<file path="config.mk">
export PLATFORM = sky130hd
export DESIGN_NAME = ipv4_header_serializer
export DESIGN_NICKNAME = d
export VERILOG_FILES = /design/src/rtl/ipv4_hdr_pkg.sv /design/src/rtl/ipv4_header_serializer.sv
export SDC_FILE = /design/constraint.sdc
export NUM_CORES = 1
export LEC_CHECK = 0
export CAP_MARGIN = 10
export CORE_MARGIN = 3
export CORE_UTILIZATION = 44
export CTS_CLUSTER_SIZE = 8
export DETAILED_ROUTE_END_ITERATION = 7
export PLACE_DENSITY = 0.81
export SYNTH_ARGS = -nofsm -noshare
export SYNTH_HDL_FRONTEND = slang
export SYNTH_SLANG_ARGS = --single-unit
</file>
<file path="constraint.sdc">
create_clock -name clk -period 3.17 [get_ports clk]
set_input_delay 0.634 -clock clk [delete_from_list [all_inputs] [get_ports clk]]
set_output_delay 0.634 -clock clk [all_outputs]
set_load 0.05 [all_outputs]
</file>
<file path="src/rtl/ipv4_hdr_pkg.sv">
// Shared types and helpers for the IPv4 header serializer.
// State encoding, header geometry constants and the header-word packing function.
package ipv4_hdr_pkg;

  typedef enum logic [1:0] {
    IDLE     = 2'd0,
    CHK_WAIT = 2'd1,
    SEND     = 2'd2
  } state_t;

  localparam logic [15:0] IPV4_VER_IHL   = 16'h4500;
  localparam int          IPV4_HDR_WORDS = 10;
  localparam int          IPV4_HDR_BYTES = 20;

  // Word k lands at bits [16k+15:16k]; the checksum word (5) is packed as zero.
  function automatic logic [16*IPV4_HDR_WORDS-1:0] pack_hdr_words(
    input logic [15:0] total_len,
    input logic [15:0] ident,
    input logic        df,
    input logic [7:0]  ttl,
    input logic [7:0]  protocol,
    input logic [31:0] src_ip,
    input logic [31:0] dst_ip
  );
    return {dst_ip[15:0], dst_ip[31:16], src_ip[15:0], src_ip[31:16],
            16'h0000, ttl, protocol, 1'b0, df, 14'd0, ident, total_len,
            IPV4_VER_IHL};
  endfunction

endpackage

</file>
<file path="src/rtl/ipv4_header_serializer.sv">
// IPv4 header serializer: hands 10 header words to an external checksum stage, then streams 20 bytes.
// Build option IPV4_HDR_ID_COUNTER_EN replaces the ident port with an internal per-header ID counter.
module ipv4_header_serializer
  import ipv4_hdr_pkg::*;
#(
  parameter int unsigned C_CHK_LATENCY = 11,
  parameter bit          C_DF          = 1'b1
) (
  input  logic         clk,
  input  logic         rst_n,
  input  logic         start,
  output logic         ready,
  input  logic [15:0]  total_len,
  input  logic [15:0]  ident,
  input  logic [7:0]   ttl,
  input  logic [7:0]   protocol,
  input  logic [31:0]  src_ip,
  input  logic [31:0]  dst_ip,
  output logic         chk_trigger,
  output logic [159:0] chk_values,
  input  logic [15:0]  chk_checksum,
  output logic [7:0]   m_axis_tdata,
  output logic         m_axis_tvalid,
  input  logic         m_axis_tready,
  output logic         m_axis_tlast
);

  localparam logic [7:0] LP_LATENCY  = 8'(C_CHK_LATENCY);
  localparam logic [4:0] LP_LAST_IDX = 5'(IPV4_HDR_BYTES - 1);

  state_t         r_state;
  state_t         w_state_next;
  logic [7:0]     r_wait_cnt;
  logic [4:0]     r_idx;
  logic [15:0]    r_checksum;
  logic [159:0]   r_values;
  logic           r_trigger;
  logic           r_tvalid;
  logic [7:0]     r_tdata;
  logic           r_tlast;
  logic [15:0]    w_ident;
  logic           w_accept;
  logic           w_capture;
  logic           w_hs;
  logic           w_last_hs;
  logic [4:0]     w_idx_next;

  // Word 5 is served from the captured checksum instead of the zero word sent to the checksum stage.
  function automatic logic [7:0] hdr_byte(
    input logic [159:0] words,
    input logic [15:0]  csum,
    input logic [4:0]   idx
  );
    logic [15:0] w;
    w = (idx[4:1] == 4'd5) ? csum : words[{idx[4:1], 4'b0000} +: 16];
    return idx[0] ? w[7:0] : w[15:8];
  endfunction

  assign w_accept   = (r_state == IDLE) && start;
  assign w_capture  = (r_state == CHK_WAIT) && (r_wait_cnt == 8'd0);
  assign w_hs       = r_tvalid && m_axis_tready;
  assign w_last_hs  = w_hs && r_tlast;
  assign w_idx_next = r_idx + 5'd1;

`ifdef IPV4_HDR_ID_COUNTER_EN
  logic [15:0] r_id_cnt;
  logic        w_unused_ident;

  assign w_unused_ident = ^ident;
  assign w_ident        = r_id_cnt;

  always_ff @(posedge clk or negedge rst_n) begin
    if (!rst_n) begin
      r_id_cnt <= 16'd0;
    end else if (w_last_hs) begin
      r_id_cnt <= r_id_cnt + 16'd1;
    end
  end
`else
  assign w_ident = ident;
`endif

  always_ff @(posedge clk or negedge rst_n) begin
    if (!rst_n) begin
      r_state <= IDLE;
    end else begin
      r_state <= w_state_next;
    end
  end

  always_comb begin
    w_state_next = r_state;
    case (r_state)
      IDLE:     if (start)      w_state_next = CHK_WAIT;
      CHK_WAIT: if (w_capture)  w_state_next = SEND;
      SEND:     if (w_last_hs)  w_state_next = IDLE;
      default:                  w_state_next = IDLE;
    endcase
  end

  always_ff @(posedge clk or negedge rst_n) begin
    if (!rst_n) begin
      r_wait_cnt <= 8'd0;
      r_values   <= '0;
      r_trigger  <= 1'b0;
    end else begin
      r_trigger <= w_accept;
      if (w_accept) begin
        r_values   <= pack_hdr_words(total_len, w_ident, C_DF, ttl, protocol,
                                     src_ip, dst_ip);
        r_wait_cnt <= LP_LATENCY;
      end else if ((r_state == CHK_WAIT) && (r_wait_cnt != 8'd0)) begin
        r_wait_cnt <= r_wait_cnt - 8'd1;
      end
    end
  end

  // tdata is registered one byte ahead so it is already stable when tvalid rises.
  always_ff @(posedge clk or negedge rst_n) begin
    if (!rst_n) begin
      r_checksum <= 16'd0;
      r_idx      <= 5'd0;
      r_tvalid   <= 1'b0;
      r_tdata    <= 8'd0;
      r_tlast    <= 1'b0;
    end else if (w_capture) begin
      r_checksum <= chk_checksum;
      r_idx      <= 5'd0;
      r_tvalid   <= 1'b1;
      r_tdata    <= hdr_byte(r_values, chk_checksum, 5'd0);
      r_tlast    <= 1'b0;
    end else if (w_hs) begin
      if (r_tlast) begin
        r_idx    <= 5'd0;
        r_tvalid <= 1'b0;
        r_tdata  <= 8'd0;
        r_tlast  <= 1'b0;
      end else begin
        r_idx   <= w_idx_next;
        r_tdata <= hdr_byte(r_values, r_checksum, w_idx_next);
        r_tlast <= (w_idx_next == LP_LAST_IDX);
      end
    end
  end

  assign ready         = (r_state == IDLE);
  assign chk_trigger   = r_trigger;
  assign chk_values    = r_values;
  assign m_axis_tdata  = r_tdata;
  assign m_axis_tvalid = r_tvalid;
  assign m_axis_tlast  = r_tlast;

endmodule
</file>
==> load_flow_metrics.sql <==
INSERT INTO impl_metrics (metric_group, metric, value, unit) VALUES
('final_layout', 'design_area', '11000', 'µm²'),
('timing', 'post-route-period-util', '85.7', '%'),
('final_layout', 'layout.filler_cells', '1399', ''),
('clock_tree', 'quantity_of_hold_fixing_buffers_added_after_cts', '0', ''),
('final_layout', 'area_growth_syn_to_layout', '43.2', '%'),
('clock_tree', 'clk-insertion-delay-late', '0.43', 'ns'),
('drt', 'route.detailed.wl_per_inst', '19.3', 'µm'),
('setup_path', 'startpoint_type', 'flip-flop', ''),
('worst_hold_path', 'hold_path.class', 'in -> async', ''),
('die', 'dieArea', '19100', 'µm²'),
('global_route', 'largest_net_degree_at_the_start_of_global_routing', '72', ''),
('clock_tree', 'cts_resized', '0', ''),
('synthesis', 'synth-edff-count', '0', ''),
('timing', 'hold_violations', '0', ''),
('die', 'ioPinCount', '304', ''),
('timing', 'skew', '0.0114', 'ns'),
('drt', 'drt-vias-per-instance', '5.22', ''),
('power', 'pwr_density_cell', '1270', 'nW/µm²'),
('drt', 'drt_wl_total', '25.9', 'mm'),
('synthesis', 'ys_seq_elements', '155', ''),
('final_layout', 'multi_input_area', '3410', 'µm²'),
('clock_tree', 'clock_transition_at_the_registers_of_the_reported_paths', '0.06', 'ns'),
('timing', 'fin_crit', '2.72', 'ns'),
('final_layout', 'num_antenna_cells', '0', ''),
('timing', 'whs', '0.205', 'ns'),
('clock_tree', 'clockBufferDepth', '2', ''),
('timing', 'setup_total_negative_slack', '0', 'ns'),
('die', 'die_h', '138', 'µm'),
('clock_tree', 'cts_tree', 'done', ''),
('run_status', 'run_status', 'finished, final reports clean', ''),
('synthesis', 'synthDistinctLibCells', '60', ''),
('synthesis', 'syn_avg_cell_area', '8.86', 'µm²'),
('global_route', 'congestion_overflow_gr', '0', ''),
('synthesis', 'synth_area', '7700', 'µm²'),
('die', 'die_w', '138', 'µm'),
('placed_design', 'place_area', '10400', 'µm²'),
('timing', 'slew-limit-headroom', '20.2', '%'),
('setup_path', 'worst-endpoint-arrival', '3.03', 'ns'),
('die', 'start_util', '45.6', '%'),
('drt', 'via_count', '7009', ''),
('placed_design', 'port_buffers', '259', ''),
('drt', 'dr.first_iter.drc_count', '766', ''),
('power', 'worst_ir_drop_vdd', '0.730', 'mV'),
('drt', 'first_pass_iters', '5', ''),
('setup_path', 'worstSetupEndpointType', 'flip-flop', ''),
('drt', 'post-route-drc-count', '0', ''),
('setup_path', 'critPathMaxFanout', '27', ''),
('setup_path', 'cp_data_required_time', '3.48', 'ns'),
('final_layout', 'finish.net_count', '1245', ''),
('synthesis', 'post_synthesis_sequential_area_ratio', '50.4', '%'),
('clock_tree', 'tritoncts_num_sinks', '155', ''),
('die', 'number_of_rows_in_the_core_area', '47', ''),
('synthesis', 'postSynth.asyncResetShare', '100', '%'),
('global_route', 'groute.usage.overall', '26.6', '%'),
('clock_tree', 'cts.root.buffer_cell', 'sky130_fd_sc_hd__clkbuf_16', ''),
('global_route', 'grt_pass1_vias', '6981', ''),
('placed_design', 'detailedPlacementHpwl', '19.1', 'mm'),
('run', 'cap_viol_max_count', '0', ''),
('power', 'total_leakage_power', '5.18', 'nW'),
('synthesis', 'yosys_warnings', '0', ''),
('clock_tree', 'cts_htree_levels', '4', ''),
('timing', 'max_slew.worst_pin.slew', '1.19', 'ns'),
('global_route', 'antenna_found_initial', '0', ''),
('placed_design', 'dp.cells', '1310', ''),
('placed_design', 'globalplace.congestion', '0.909', ''),
('die', 'core-area', '16900', 'µm²'),
('drt', 'drt.antenna.violating_nets', '0', ''),
('final_layout', 'final-instance-count-excl-fill', '1342', ''),
('timing', 'fin_max_slew_vios', '0', ''),
('timing', 'rsz0062_at_grt', 'false', ''),
('synthesis', 'postSynthCellCount', '869', ''),
('setup_path', 'path_class', 'reg -> reg', ''),
('final_layout', 'seqCellArea', '3880', 'µm²'),
('global_route', 'global_route_wire_length_before_repair', '40.1', 'mm'),
('final_layout', 'final_layout_size_suffix_gt1_share', '7.49', '%'),
('timing', 'fmax', '368', 'MHz'),
('synthesis', 'synth_top_flop_cell', 'sky130_fd_sc_hd__dfrtp_1', ''),
('timing', 'final-setup-viol-count', '0', ''),
('clock_tree', 'number_of_cts_inserted_buffers', '17', ''),
('clock_tree', 'postCtsSetupRepairBufs', '0', '');
## cell families (layout without fill, tap and decap cells)
logic type / after synthesis / in the layout / share of synthesized area (%)
other: 1 / 44 / 0.0487
XOR/XNOR: 13 / 13 / 1.67
buffers and inverters: 105 / 315 / 7.78
AO/OA/AOI/OAI: 100 / 100 / 9.18
flip-flops: 155 / 155 / 50.4
AND/OR/NAND/NOR: 447 / 447 / 23.8
multiplexers: 44 / 44 / 6.53
adder cells (fa/ha/maj): 4 / 4 / 0.650
## layer usage
layer / part of all wire (%) / vias to the layer above / GRT usage (%)
li1: - / 3278 / -
met1: 42 / 3397 / 34.5
met2: 49 / 288 / 44.2
met3: 7.1 / 46 / 6.84
met4: 2.5 / 0 / 8.22
met5: 0 / - / 0
## worst max-delay path, cell delays in order, from the launching register on
cell                       delay (ns)
sky130_fd_sc_hd__dfrtp_1         0.50
sky130_fd_sc_hd__ha_1            0.35
sky130_fd_sc_hd__xnor2_2         0.94
sky130_fd_sc_hd__nor2_1          0.13
sky130_fd_sc_hd__a221oi_1        0.34
sky130_fd_sc_hd__a311oi_1        0.08
sky130_fd_sc_hd__o211ai_1        0.19
sky130_fd_sc_hd__o21bai_1        0.08
## through the flow
stage	util [%]	setup slack [ns]	total power [mW]
after global placement	61.5	0.561	11.6
final	65.3	0.453	14.0
after global routing	65.3	0.234	14.7
after CTS	65.3	0.475	14.0
after floorplan	-	0.467	8.82
after detailed placement	61.5	0.490	11.7
## state kept, by name, summed over array words and instances (netlist names)
signal,cells
chk_values,113
r_checksum,16
m_axis_tdata,8
r_wait_cnt,8
r_idx,5
r_state,2
chk_trigger,1
m_axis_tlast,1
m_axis_tvalid,1
## layout make-up
type                    instances  area share (%)
well taps                     220            2.50
flip-flops and latches        155            35.2
clock buffers                  19            4.02
multi-input cells             652            31.0
clock inverters                13            1.93
inverters                       6           0.227
repair buffers                277            25.2
## cells in the mapped netlist, drive strengths merged, types with 3 or more instances
library cell,count,area share [%]
a21o,3,0.29
a21oi,15,1.0
a221oi,5,0.57
a22oi,4,0.39
a311oi,10,1.1
a31oi,12,0.97
buf,72,6.2
clkbuf,27,1.3
dfrtp,155,50
ha,4,0.65
inv,6,0.29
mux2,20,2.9
mux2i,21,2.7
mux4,3,0.88
nand2,377,18
nand2b,5,0.41
nand3,12,0.78
nor2,18,0.88
nor3,7,0.45
nor3b,12,1.2
o21ai,17,1.1
o221ai,7,0.80
o22ai,8,0.65
o311a,3,0.39
or3,3,0.24
xnor2,4,0.55
xor2,9,1.1
## worst paths after layout
check | from | endpoint | slack, ns | cells after the start
min in group clk | chk_values[147]$_DFFE_PN0P_ | chk_values[147]$_DFFE_PN0P_ | 0.49 | 2
max in group asynchronous | rst_n | chk_values[44]$_DFFE_PN0P_ | 2.17 | 2
setup reg to reg | r_idx[1]$_DFFE_PN0P_ | m_axis_tdata[7]$_DFFE_PN0P_ | 0.45 | 7
hold reg to reg | chk_values[147]$_DFFE_PN0P_ | chk_values[147]$_DFFE_PN0P_ | 0.49 | 2
hold / removal | rst_n | chk_values[118]$_DFFE_PN0P_ | 0.20 | 1
setup / recovery | r_idx[1]$_DFFE_PN0P_ | m_axis_tdata[7]$_DFFE_PN0P_ | 0.45 | 7
## where the power goes
group | total (mW) | internal (mW) | leakage (nW) | switching [mW]
Sequential | 3.87 | 2.87 | 1.94 | 1.00
Combinational | 7.86 | 2.70 | 2.93 | 5.16
Clock | 2.28 | 1.42 | 0.310 | 0.852
Total | 14.0 | 6.99 | 5.18 | 7.01
## placed cells by master (no fill, tap or decap), drive strengths merged, types with 8 or more instances in the layout
master           n
a21oi           15
a311oi          10
a31oi           12
buf             19
clkbuf          19
clkdlybuf4s50  258
conb            44
dfrtp          155
inv              8
mux2            20
mux2i           21
nand2          377
nand3           12
nor2            18
nor3b           12
o21ai           17
o22ai            8
xor2             9
No activity file was read; power rests on OpenSTA's default activity.
